### src/rtl/clock_reset_sequencer.sv
// PLL supervisor: timed pll_rst pulse, lock qualification, staggered domain reset release.
// Latency: pll_locked reaches the FSM after 2 sync stages; all outputs are registered.
// Backpressure: none. CLKSEQ_PLL_RETRY_EN makes a lock timeout retry the PLL instead of parking in FAILED.
module clock_reset_sequencer #(
  parameter int NUM_DOMAINS        = 3,
  parameter int PLL_RST_CYCLES     = 32,
  parameter int LOCK_STABLE_CYCLES = 1024,
  parameter int STAGE_DELAY        = 16,
  parameter int LOCK_TIMEOUT       = 65536
) (
  input  logic                   clk,
  input  logic                   rst,
  input  logic                   pll_locked,
  output logic                   pll_rst,
  output logic [NUM_DOMAINS-1:0] domain_rst,
  output logic                   all_ready,
  output logic [2:0]             seq_state,
  output logic [15:0]            lock_loss_count,
  output logic                   lock_fail
);

  localparam int RST_W  = $clog2(PLL_RST_CYCLES) + 1;
  localparam int TO_W   = $clog2(LOCK_TIMEOUT) + 1;
  localparam int STAB_W = $clog2(LOCK_STABLE_CYCLES) + 1;
  localparam int DLY_W  = $clog2(STAGE_DELAY) + 1;
  localparam int IDX_W  = $clog2(NUM_DOMAINS) + 1;

  typedef enum logic [2:0] {
    RESET_PLL = 3'd0,
    WAIT_LOCK = 3'd1,
    STABILIZE = 3'd2,
    RELEASE   = 3'd3,
    RUNNING   = 3'd4,
    FAILED    = 3'd5
  } state_t;

  state_t                 state, state_nxt;
  logic                   lock_meta, locked_sync;
  logic [RST_W-1:0]       rst_cnt, rst_cnt_nxt;
  logic [TO_W-1:0]        wait_cnt, wait_cnt_nxt;
  logic [STAB_W-1:0]      stab_cnt, stab_cnt_nxt;
  logic [DLY_W-1:0]       stage_cnt, stage_cnt_nxt;
  logic [IDX_W-1:0]       stage, stage_nxt;
  logic                   pll_rst_nxt, all_ready_nxt, lock_fail_nxt;
  logic [NUM_DOMAINS-1:0] domain_rst_nxt;
  logic [15:0]            lock_loss_count_nxt;

  assign seq_state = state;

  always_ff @(posedge clk) begin
    if (rst) begin
      lock_meta       <= 1'b0;
      locked_sync     <= 1'b0;
      state           <= RESET_PLL;
      rst_cnt         <= '0;
      wait_cnt        <= '0;
      stab_cnt        <= '0;
      stage_cnt       <= '0;
      stage           <= '0;
      pll_rst         <= 1'b1;
      domain_rst      <= '1;
      all_ready       <= 1'b0;
      lock_loss_count <= '0;
      lock_fail       <= 1'b0;
    end else begin
      lock_meta       <= pll_locked;
      locked_sync     <= lock_meta;
      state           <= state_nxt;
      rst_cnt         <= rst_cnt_nxt;
      wait_cnt        <= wait_cnt_nxt;
      stab_cnt        <= stab_cnt_nxt;
      stage_cnt       <= stage_cnt_nxt;
      stage           <= stage_nxt;
      pll_rst         <= pll_rst_nxt;
      domain_rst      <= domain_rst_nxt;
      all_ready       <= all_ready_nxt;
      lock_loss_count <= lock_loss_count_nxt;
      lock_fail       <= lock_fail_nxt;
    end
  end

  always_comb begin
    state_nxt           = state;
    rst_cnt_nxt         = rst_cnt;
    wait_cnt_nxt        = wait_cnt;
    stab_cnt_nxt        = stab_cnt;
    stage_cnt_nxt       = stage_cnt;
    stage_nxt           = stage;
    pll_rst_nxt         = pll_rst;
    domain_rst_nxt      = domain_rst;
    all_ready_nxt       = all_ready;
    lock_loss_count_nxt = lock_loss_count;
    lock_fail_nxt       = lock_fail;

    case (state)
      RESET_PLL: begin
        if (rst_cnt == RST_W'(PLL_RST_CYCLES - 1)) begin
          state_nxt   = WAIT_LOCK;
          rst_cnt_nxt = '0;
          pll_rst_nxt = 1'b0;
        end else begin
          rst_cnt_nxt = rst_cnt + 1'b1;
        end
      end
      WAIT_LOCK: begin
        // Lock seen on the timeout cycle takes priority over the timeout.
        if (locked_sync) begin
          state_nxt    = STABILIZE;
          wait_cnt_nxt = '0;
        end else if (wait_cnt == TO_W'(LOCK_TIMEOUT - 1)) begin
          wait_cnt_nxt  = '0;
          lock_fail_nxt = 1'b1;
          pll_rst_nxt   = 1'b1;
`ifdef CLKSEQ_PLL_RETRY_EN
          state_nxt     = RESET_PLL;
`else
          state_nxt     = FAILED;
`endif
        end else begin
          wait_cnt_nxt = wait_cnt + 1'b1;
        end
      end
      STABILIZE: begin
        if (!locked_sync) begin
          state_nxt    = WAIT_LOCK;
          stab_cnt_nxt = '0;
        end else if (stab_cnt == STAB_W'(LOCK_STABLE_CYCLES - 1)) begin
          state_nxt         = RELEASE;
          stab_cnt_nxt      = '0;
          stage_nxt         = '0;
          stage_cnt_nxt     = '0;
          domain_rst_nxt[0] = 1'b0;
        end else begin
          stab_cnt_nxt = stab_cnt + 1'b1;
        end
      end
      RELEASE, RUNNING: begin
        if (!locked_sync) begin
          state_nxt      = RESET_PLL;
          pll_rst_nxt    = 1'b1;
          domain_rst_nxt = '1;
          all_ready_nxt  = 1'b0;
          stage_nxt      = '0;
          stage_cnt_nxt  = '0;
          if (lock_loss_count != 16'hFFFF) lock_loss_count_nxt = lock_loss_count + 16'd1;
        end else if (state == RELEASE) begin
          if (stage == IDX_W'(NUM_DOMAINS - 1)) begin
            state_nxt     = RUNNING;
            all_ready_nxt = 1'b1;
            stage_nxt     = '0;
            stage_cnt_nxt = '0;
          end else if (stage_cnt == DLY_W'(STAGE_DELAY - 1)) begin
            stage_nxt     = stage + 1'b1;
            stage_cnt_nxt = '0;
            for (int i = 0; i < NUM_DOMAINS; i++) begin
              if (i == int'(stage) + 1) domain_rst_nxt[i] = 1'b0;
            end
          end else begin
            stage_cnt_nxt = stage_cnt + 1'b1;
          end
        end
      end
      FAILED: begin
        pll_rst_nxt    = 1'b1;
        domain_rst_nxt = '1;
        all_ready_nxt  = 1'b0;
      end
      default: state_nxt = RESET_PLL;
    endcase
  end

endmodule

### config.mk
export PLATFORM = sky130hd
export DESIGN_NAME = clock_reset_sequencer
export DESIGN_NICKNAME = d
export VERILOG_FILES = /design/src/rtl/clock_reset_sequencer.sv
export SDC_FILE = /design/constraint.sdc
export NUM_CORES = 1
export LEC_CHECK = 0
export ABC_AREA = 0
export CELL_PAD_IN_SITES_DETAIL_PLACEMENT = 0
export CELL_PAD_IN_SITES_GLOBAL_PLACEMENT = 1
export CORE_ASPECT_RATIO = 2
export CORE_MARGIN = 4
export CORE_UTILIZATION = 45
export CTS_BUF_LIST = sky130_fd_sc_hd__clkbuf_4
export CTS_CLUSTER_DIAMETER = 40
export DETAILED_ROUTE_END_ITERATION = 8
export GPL_TIMING_DRIVEN = 0
export PLACE_DENSITY = 0.9
export SYNTH_ARGS = -nofsm -noshare
export SYNTH_HDL_FRONTEND = slang
export SYNTH_SLANG_ARGS = --single-unit
### constraint.sdc
create_clock -name clk -period 2.7 [get_ports clk]
set_clock_uncertainty 0.1 [all_clocks]
set_input_delay 0.54 -clock clk [delete_from_list [all_inputs] [get_ports clk]]
set_output_delay 0.54 -clock clk [all_outputs]
set_load 0.05 [all_outputs]
==> key figures, run 1 <==
Layout
  • Final #Nets: 461
  • Design Area, Final: 0.004009 sq mm
  • Filler cell count: 770
  • Area delta synth->final: 16.13%
  • Multi-input combinational cell area: 0.002002 sq mm
  • Register Area: 0.001383 sq mm
  • Share of layout cells above drive strength 1: 8.079%
  • Layout Utilization: 53.13%

STA
  • Period utilization: 94.35%
  • # setup viols final: 0
  • Hold Vio Cnt, Final: 0
  • Min Tclk post-route: 2.547 ns
  • Slew headroom: 50.11%
  • Peak Freq: 0.3926 GHz
  • Worst-margin pin slew: 0.7402 ns
  • RSZ-0062 raised after global routing: false
  • Pins Over Slew Limit: 0

Power and ir drop
  • Leak: 1.302 nW
  • Power Density: 604.8 mW/mm^2
  • VDD IR max: 0.4035 mV

Yosys
  • Post-synth top cells: dfxtp_1, nor2_1, nand2_1
  • Syn Inst Count: 415
  • Cell with the most instances after synthesis: dfxtp_1
  • Top cell type's share of synthesized area: 40.01%
  • Synth top area cells: dfxtp_1, a21oi_1, nor2_1
  • Synthesized flop and latch total: 69
  • Synth area leader: dfxtp_1
  • Unique cell type count in the Yosys netlist: 61
  • Primary FF master, synth: dfxtp_1
  • Sequential share of the synthesized area: 40.01%
  • Synth Warn #: 0
  • Avg Cell Area, Syn: 8.318 sq um
  • Synthesized net count: 423
  • Post-synth EDFFs: 0
  • Post-synth ARST share: 0%
  • Synthesized area: 0.003452 sq mm

Job
  • Max-cap check violation count: 0

Die
  • IO Pins: 28
  • Initial Util: 45.75%
  • Overall die height: 131.9 microns
  • Cell Rows: 45
  • Die Wd: 69.93 microns
  • Core area: 0.007545 sq mm
  • Die footprint: 0.009221 sq mm

Detailed routing
  • TritonRoute pass-1 iters: 4
  • Via density: 6.128
  • Final WL: 9.025 mm
  • Via count: 3389
  • Post-route ant nets: 0
  • Drt first-iter violations: 175
  • Average wire per standard cell: 16.32 microns
  • Post-route DRC: 0

Clock network
  • Worst-Skew Late Latency: 0.43 ns
  • Hold_buf cts: 0
  • # H-tree levels: 3
  • TritonCTS buffer count: 9
  • Clock sinks: 69
  • Clock transition at the registers of the reported paths: 0.12 ns
  • Max Buffers Root-to-Sink: 2
  • Setup bufs post-CTS: 0
  • Root buffer cell: clkbuf_4
  • CTS tree: yes

Placement
  • Port bufs: 27
  • Area after DPL: 0.003840 sq mm
  • Gpl congestion: 0.8218
  • DP HPWL: 6.547 mm

Worst setup path
  • Reg2reg start: stab_cnt[1]
  • Slowest-stage cell, CP: or3_4
  • CP cell instances: ha_2 > nand3_2 > or3_4 > o41a_1 > buf_6 > or3_1 > o41ai_1
  • Startpoint types: register
  • Crit Path Class: register to register
  • CP Max Fanout: 10
  • Critical Path Sink Type: register
  • CP peak stage delay: 0.44 ns
  • CP Data Arrival Time: 2.77 ns
  • Crit path launch: stab_cnt[1]
  • Worst EP required: 2.93 ns

Min path
  • Worst min path class: register to register
  • Worst Hold Launch: lock_meta

GRT
  • Largest net degree at the start of global routing: 12
  • First-pass GRT wire length: 15.15 mm
  • Vias in the first global route: 3245
  • Congestion Overflow GR: 0
  • Initial antenna violation count: 1
  • Total track usage: 20.17%

Outcome
  • Outcome: completed
-- sequential cells by signal, indices dropped and copies added (netlist names) --
register,count
all_ready,1
domain_rst,3
lock_fail,1
lock_loss_count,16
lock_meta,1
locked_sync,1
pll_rst,1
rst_cnt,6
seq_state,3
stab_cnt,11
stage,3
stage_cnt,5
wait_cnt,17
-- layer usage --
layer  part of all wire (%)  track usage (%)
met5                      0                0
met4                    3.0            11.09
met3                    2.7            3.969
met2                     55            36.25
met1                     40            21.52
-- placed cells by master (no fill, tap or decap), types with 5 or more instances in the layout --
master and instances:
nor3b_1 5, o21ai_0 25, nor2_1 38, nor3_1 9, o211ai_1 5, a41oi_1 5
nand4_1 7, nand3_1 21, dfxtp_1 68, clkinv_1 5, inv_1 6, clkbuf_4 9
xor2_1 8, and2_1 7, nand2_1 36, clkbuf_1 13, and4_1 6, clkdlybuf4s50_1 27
and3_1 6, or3_1 9, nand2b_1 6, a21oi_1 32, a31oi_1 11, a311oi_1 15
-- path summary, 6_finish.rpt --
| kind | endpoint | depth (start not counted) | slack (ns) |
|---|---|---|---|
| setup / recovery | stage[2] | 7 | 0.15 |
| setup reg to reg | stage[2] | 7 | 0.15 |
| hold / removal | locked_sync | 1 | 0.35 |
| hold reg to reg | locked_sync | 1 | 0.35 |
-- per-stage QoR --
step                hold slack, ns  TNS (ns)  std cells  total power, W  setup WS, ns
detailed placement          0.3416   -0.2253        536        0.001789       -0.2231
CTS                         0.3641         0        552        0.002430        0.1138
finish                      0.3527         0        553        0.002424        0.1526
global route                0.3601         0        553        0.002560      0.004414
global placement            0.3242   -0.1695        536        0.001775       -0.1695
floorplan                   0.3138         0        415        0.001604        0.2813
-- report_power, final --
group          internal [W]  switching (W)  leakage [nW]  total (W)
clock              0.000267       0.000376        0.0635   0.000643
combinational      0.000224       0.000437         0.680   0.000661
sequential          0.00107      0.0000526         0.558    0.00112
total               0.00156       0.000866          1.30    0.00242
-- kinds of logic (layout without fill, tap and decap cells) --
group / count (synthesis) / after routing / share of synthesized area, %
AND/OR/NAND/NOR: 176 / 176 / 27.07
AO/OA/AOI/OAI: 126 / 126 / 24.32
flip-flops: 69 / 69 / 40.01
buffers and inverters: 25 / 68 / 3.008
XOR/XNOR: 9 / 9 / 2.284
adder cells (fa/ha/maj): 5 / 5 / 1.812
multiplexers: 5 / 5 / 1.486
other: 0 / 1 / 0
-- critical path, delay by kind of cell, from the launching register on --
family          cells  cell delay, ns
simple gates        3            0.89
compound gates      2            0.64
flops               1            0.42
fa+ha+maj           1            0.25
buf+inv             1            0.15
-- area by class of cell --
class,count,share of cell area [%]
tap,94,2.934
inverter,7,0.7491
antenna,1,0.06242
buffer,18,1.998
clock buffer,9,1.685
multi-input combinational,321,49.94
sequential,69,34.49
timing repair buffer,27,6.742
clock inverter,7,1.404
-- timing repair --
item                                    in CTS  in global routing
endpoints found under the setup margin      10                 14
resized for setup                            3                 11
cloned                                       0                  0
No activity file was read; power rests on OpenSTA's default activity.
==> run 2: changes to the inputs <==
ABC_AREA = 1   (was 0)
CORE_UTILIZATION = 44   (was 45)
CTS_CLUSTER_DIAMETER = not set   (was 40)
GPL_ROUTABILITY_DRIVEN = 0   (was not set)
PLACE_DENSITY = 0.91   (was 0.9)
==> run 2 against run 1 <==
  * Routed wire length is 0.41% higher
  * Largest cell class unchanged
  * Synthesized cell count rose by 36%
  * Die area rose by 13%
  * Critical endpoint is now lock_loss_count[5]
  * First-iteration DRC count fell by 2.9%
==> key figures, run 2 <==
Outcome
  • Outcome: completed

Worst setup path
  • Slowest-stage cell, CP: clkdlybuf4s50_1
  • Reg2reg start: stab_cnt[0]
  • Crit path launch: lock_loss_count[5]
  • Worst Reg2Reg Path Length in Cells: 10
  • Buf/Inv on CP: 1
  • CP Max Fanout: 6
  • Critical Path Sink Type: output pin
  • CP cell instances: clkdlybuf4s50_1
  • CP Data Arrival Time: 1.80 ns
  • R2R Path End: seq_state[2]
  • Worst Setup EP: lock_loss_count[5]
  • Top delay family on crit path: buffers and inverters
  • Startpoint types: register
  • CP peak stage delay: 0.86 ns
  • Worst EP required: 2.06 ns
  • Cell count along the critical path: 1
  • Crit Path Class: register to output pin
  • R2R setup slack: 0.66 ns

STA
  • Period utilization: 90.27%
  • Pins Over Slew Limit: 0
  • Worst hold margin: 0.3284 ns
  • Slew headroom: 55.67%
  • RSZ-0062 raised after global routing: false
  • Worst-margin pin slew: 0.6650 ns
  • Hold Vio Cnt, Final: 0
  • # setup viols final: 0
  • Setup TNS: 0 ns
  • Min Tclk post-route: 2.437 ns
  • Peak Freq: 0.4103 GHz

Clock network
  • Root buffer cell: clkbuf_4
  • Setup bufs post-CTS: 0
  • TritonCTS buffer count: 9
  • # H-tree levels: 3
  • Hold_buf cts: 0
  • Worst-Skew Late Latency: 0.42 ns
  • Max Buffers Root-to-Sink: 2
  • Post-CTS sizing: 0
  • CTS tree: yes
  • Clock sinks: 69
  • Clock transition at the registers of the reported paths: 0.11 ns

Yosys
  • Syn Inst Count: 565
  • Top cell type's share of synthesized area: 35.96%
  • Cell with the most instances after synthesis: nand2_1
  • Synthesized flop and latch total: 69
  • Synth area leader: dfxtp_1
  • Avg Cell Area, Syn: 6.799 sq um
  • Sequential share of the synthesized area: 35.96%
  • Synth Warn #: 0
  • Unique cell type count in the Yosys netlist: 42
  • Post-synth EDFFs: 0
  • Synthesized net count: 573
  • Post-synth top cells: nand2_1, nor2_1, dfxtp_1
  • Primary FF master, synth: dfxtp_1
  • Synthesized area: 0.003841 sq mm
  • Synth top area cells: dfxtp_1, nand2_1, nor2_1
  • Post-synth ARST share: 0%

GRT
  • Vias in the first global route: 3506
  • Largest net degree at the start of global routing: 12
  • Total track usage: 18.97%
  • Congestion Overflow GR: 0
  • First-pass GRT wire length: 15.44 mm
  • Initial antenna violation count: 1

Detailed routing
  • Via density: 5.124
  • Average wire per standard cell: 12.80 microns
  • Final WL: 9.062 mm
  • Post-route ant nets: 0
  • Post-route DRC: 0
  • Via count: 3628
  • TritonRoute pass-1 iters: 4
  • Drt first-iter violations: 170

Layout
  • Largest Register: wait_cnt
  • Largest regs: wait_cnt (17), lock_loss_count (16), stab_cnt (11)
  • Max reg flops: 17
  • Final #Nets: 610
  • Most common cell after layout, fill and taps aside: nand2_1
  • Area delta synth->final: 14.20%
  • Filler cell count: 892
  • Share of layout cells above drive strength 1: 10.71%
  • Most frequent cells in the layout: nand2_1, nor2_1, dfxtp_1, inv_1, nand3_1

Die
  • IO Pins: 28
  • Die Wd: 74.07 microns
  • Initial Util: 44.73%
  • Core area: 0.008588 sq mm
  • Die footprint: 0.01038 sq mm
  • Overall die height: 140.1 microns
  • Cell Rows: 48

Power and ir drop
  • Tot Pwr: 0.001830 W
  • Leak: 1.624 nW
  • VDD IR max: 0.2283 mV
  • Power Density: 417.2 mW/mm^2

Placement
  • Port bufs: 26
  • DP HPWL: 6.942 mm

Job
  • Max-cap check violation count: 0

Min path
  • Worst min path class: register to register
## run 2: worst min-delay path by stage
stage              start          end  slack, ns  cells past startpoint
3_3_place_gp   lock_meta  locked_sync       0.29                      2
2_1_floorplan  lock_meta  locked_sync       0.29                      2
3_5_place_dp   lock_meta  locked_sync       0.31                      2
6_report       lock_meta  locked_sync       0.33                      2
5_1_grt        lock_meta  locked_sync       0.34                      2
4_1_cts        lock_meta  locked_sync       0.33                      2
## run 2: logic make-up after synthesis
logic type | share of synthesized area (%)
xor+xnor | 5.016
fa+ha+maj | 1.629
compound gates | 12.05
simple gates | 38.37
flops | 35.96
buf+inv | 6.971
## run 2: layout make-up
class / instances / area [sq um] / area share [%]
Tap cell: 100 / 125.1 / 2.852
Antenna cell: 1 / 2.502 / 0.05705
Clock inverter: 5 / 75.07 / 1.711
Buffer: 12 / 70.07 / 1.597
Sequential cell: 69 / 1381 / 31.49
Timing Repair Buffer: 26 / 260.3 / 5.933
Clock buffer: 11 / 82.58 / 1.882
Inverter: 52 / 197.7 / 4.507
Multi-Input combinational cell: 432 / 2192 / 49.97
## run 2: stage by stage
stage	util (%)	area [sq um]	setup slack [ns]	std cells
floorplan	-	3841	0.6291	565
global placement	49.21	4227	0.7071	691
detailed placement	49.21	4227	0.6847	691
CTS	51.05	4384	0.2213	707
global route	51.08	4387	0.1623	708
finish	51.08	4387	0.2626	708
## run 2: worst register-to-register path: stages, from the launching register on
cell and delay, ns:
dfxtp_1 0.48, ha_1 0.22, nand2_1 0.10, nor2_4 0.16, nand3_2 0.16, nand2_1 0.17
inv_1 0.15, nor2_1 0.20, nand3_1 0.10, nand2_1 0.07, nor2_1 0.05
## run 2: report_power, final
| part | total (W) | switching (W) | leakage, nW | internal, W |
|---|---|---|---|---|
| sequential | 0.00103 | 0.00000366 | 0.557 | 0.00102 |
| combinational | 0.0000419 | 0.0000314 | 0.977 | 0.0000105 |
| clock | 0.000762 | 0.000370 | 0.0906 | 0.000392 |
## run 2: routing by layer
layer	GRT usage, %	up-vias	share of wire [%]
met5	0	-	0
met4	7.832	0	2.5
met2	34.36	44	55
met1	20.33	1665	40
li1	-	1903	-
met3	4.095	16	2.4
==> run 3: changes to the inputs <==
SKIP_LAST_GASP = 1   (was not set)
==> results of run 3 <==
The final DEF is identical to that of run 2; final timing and power are the same.
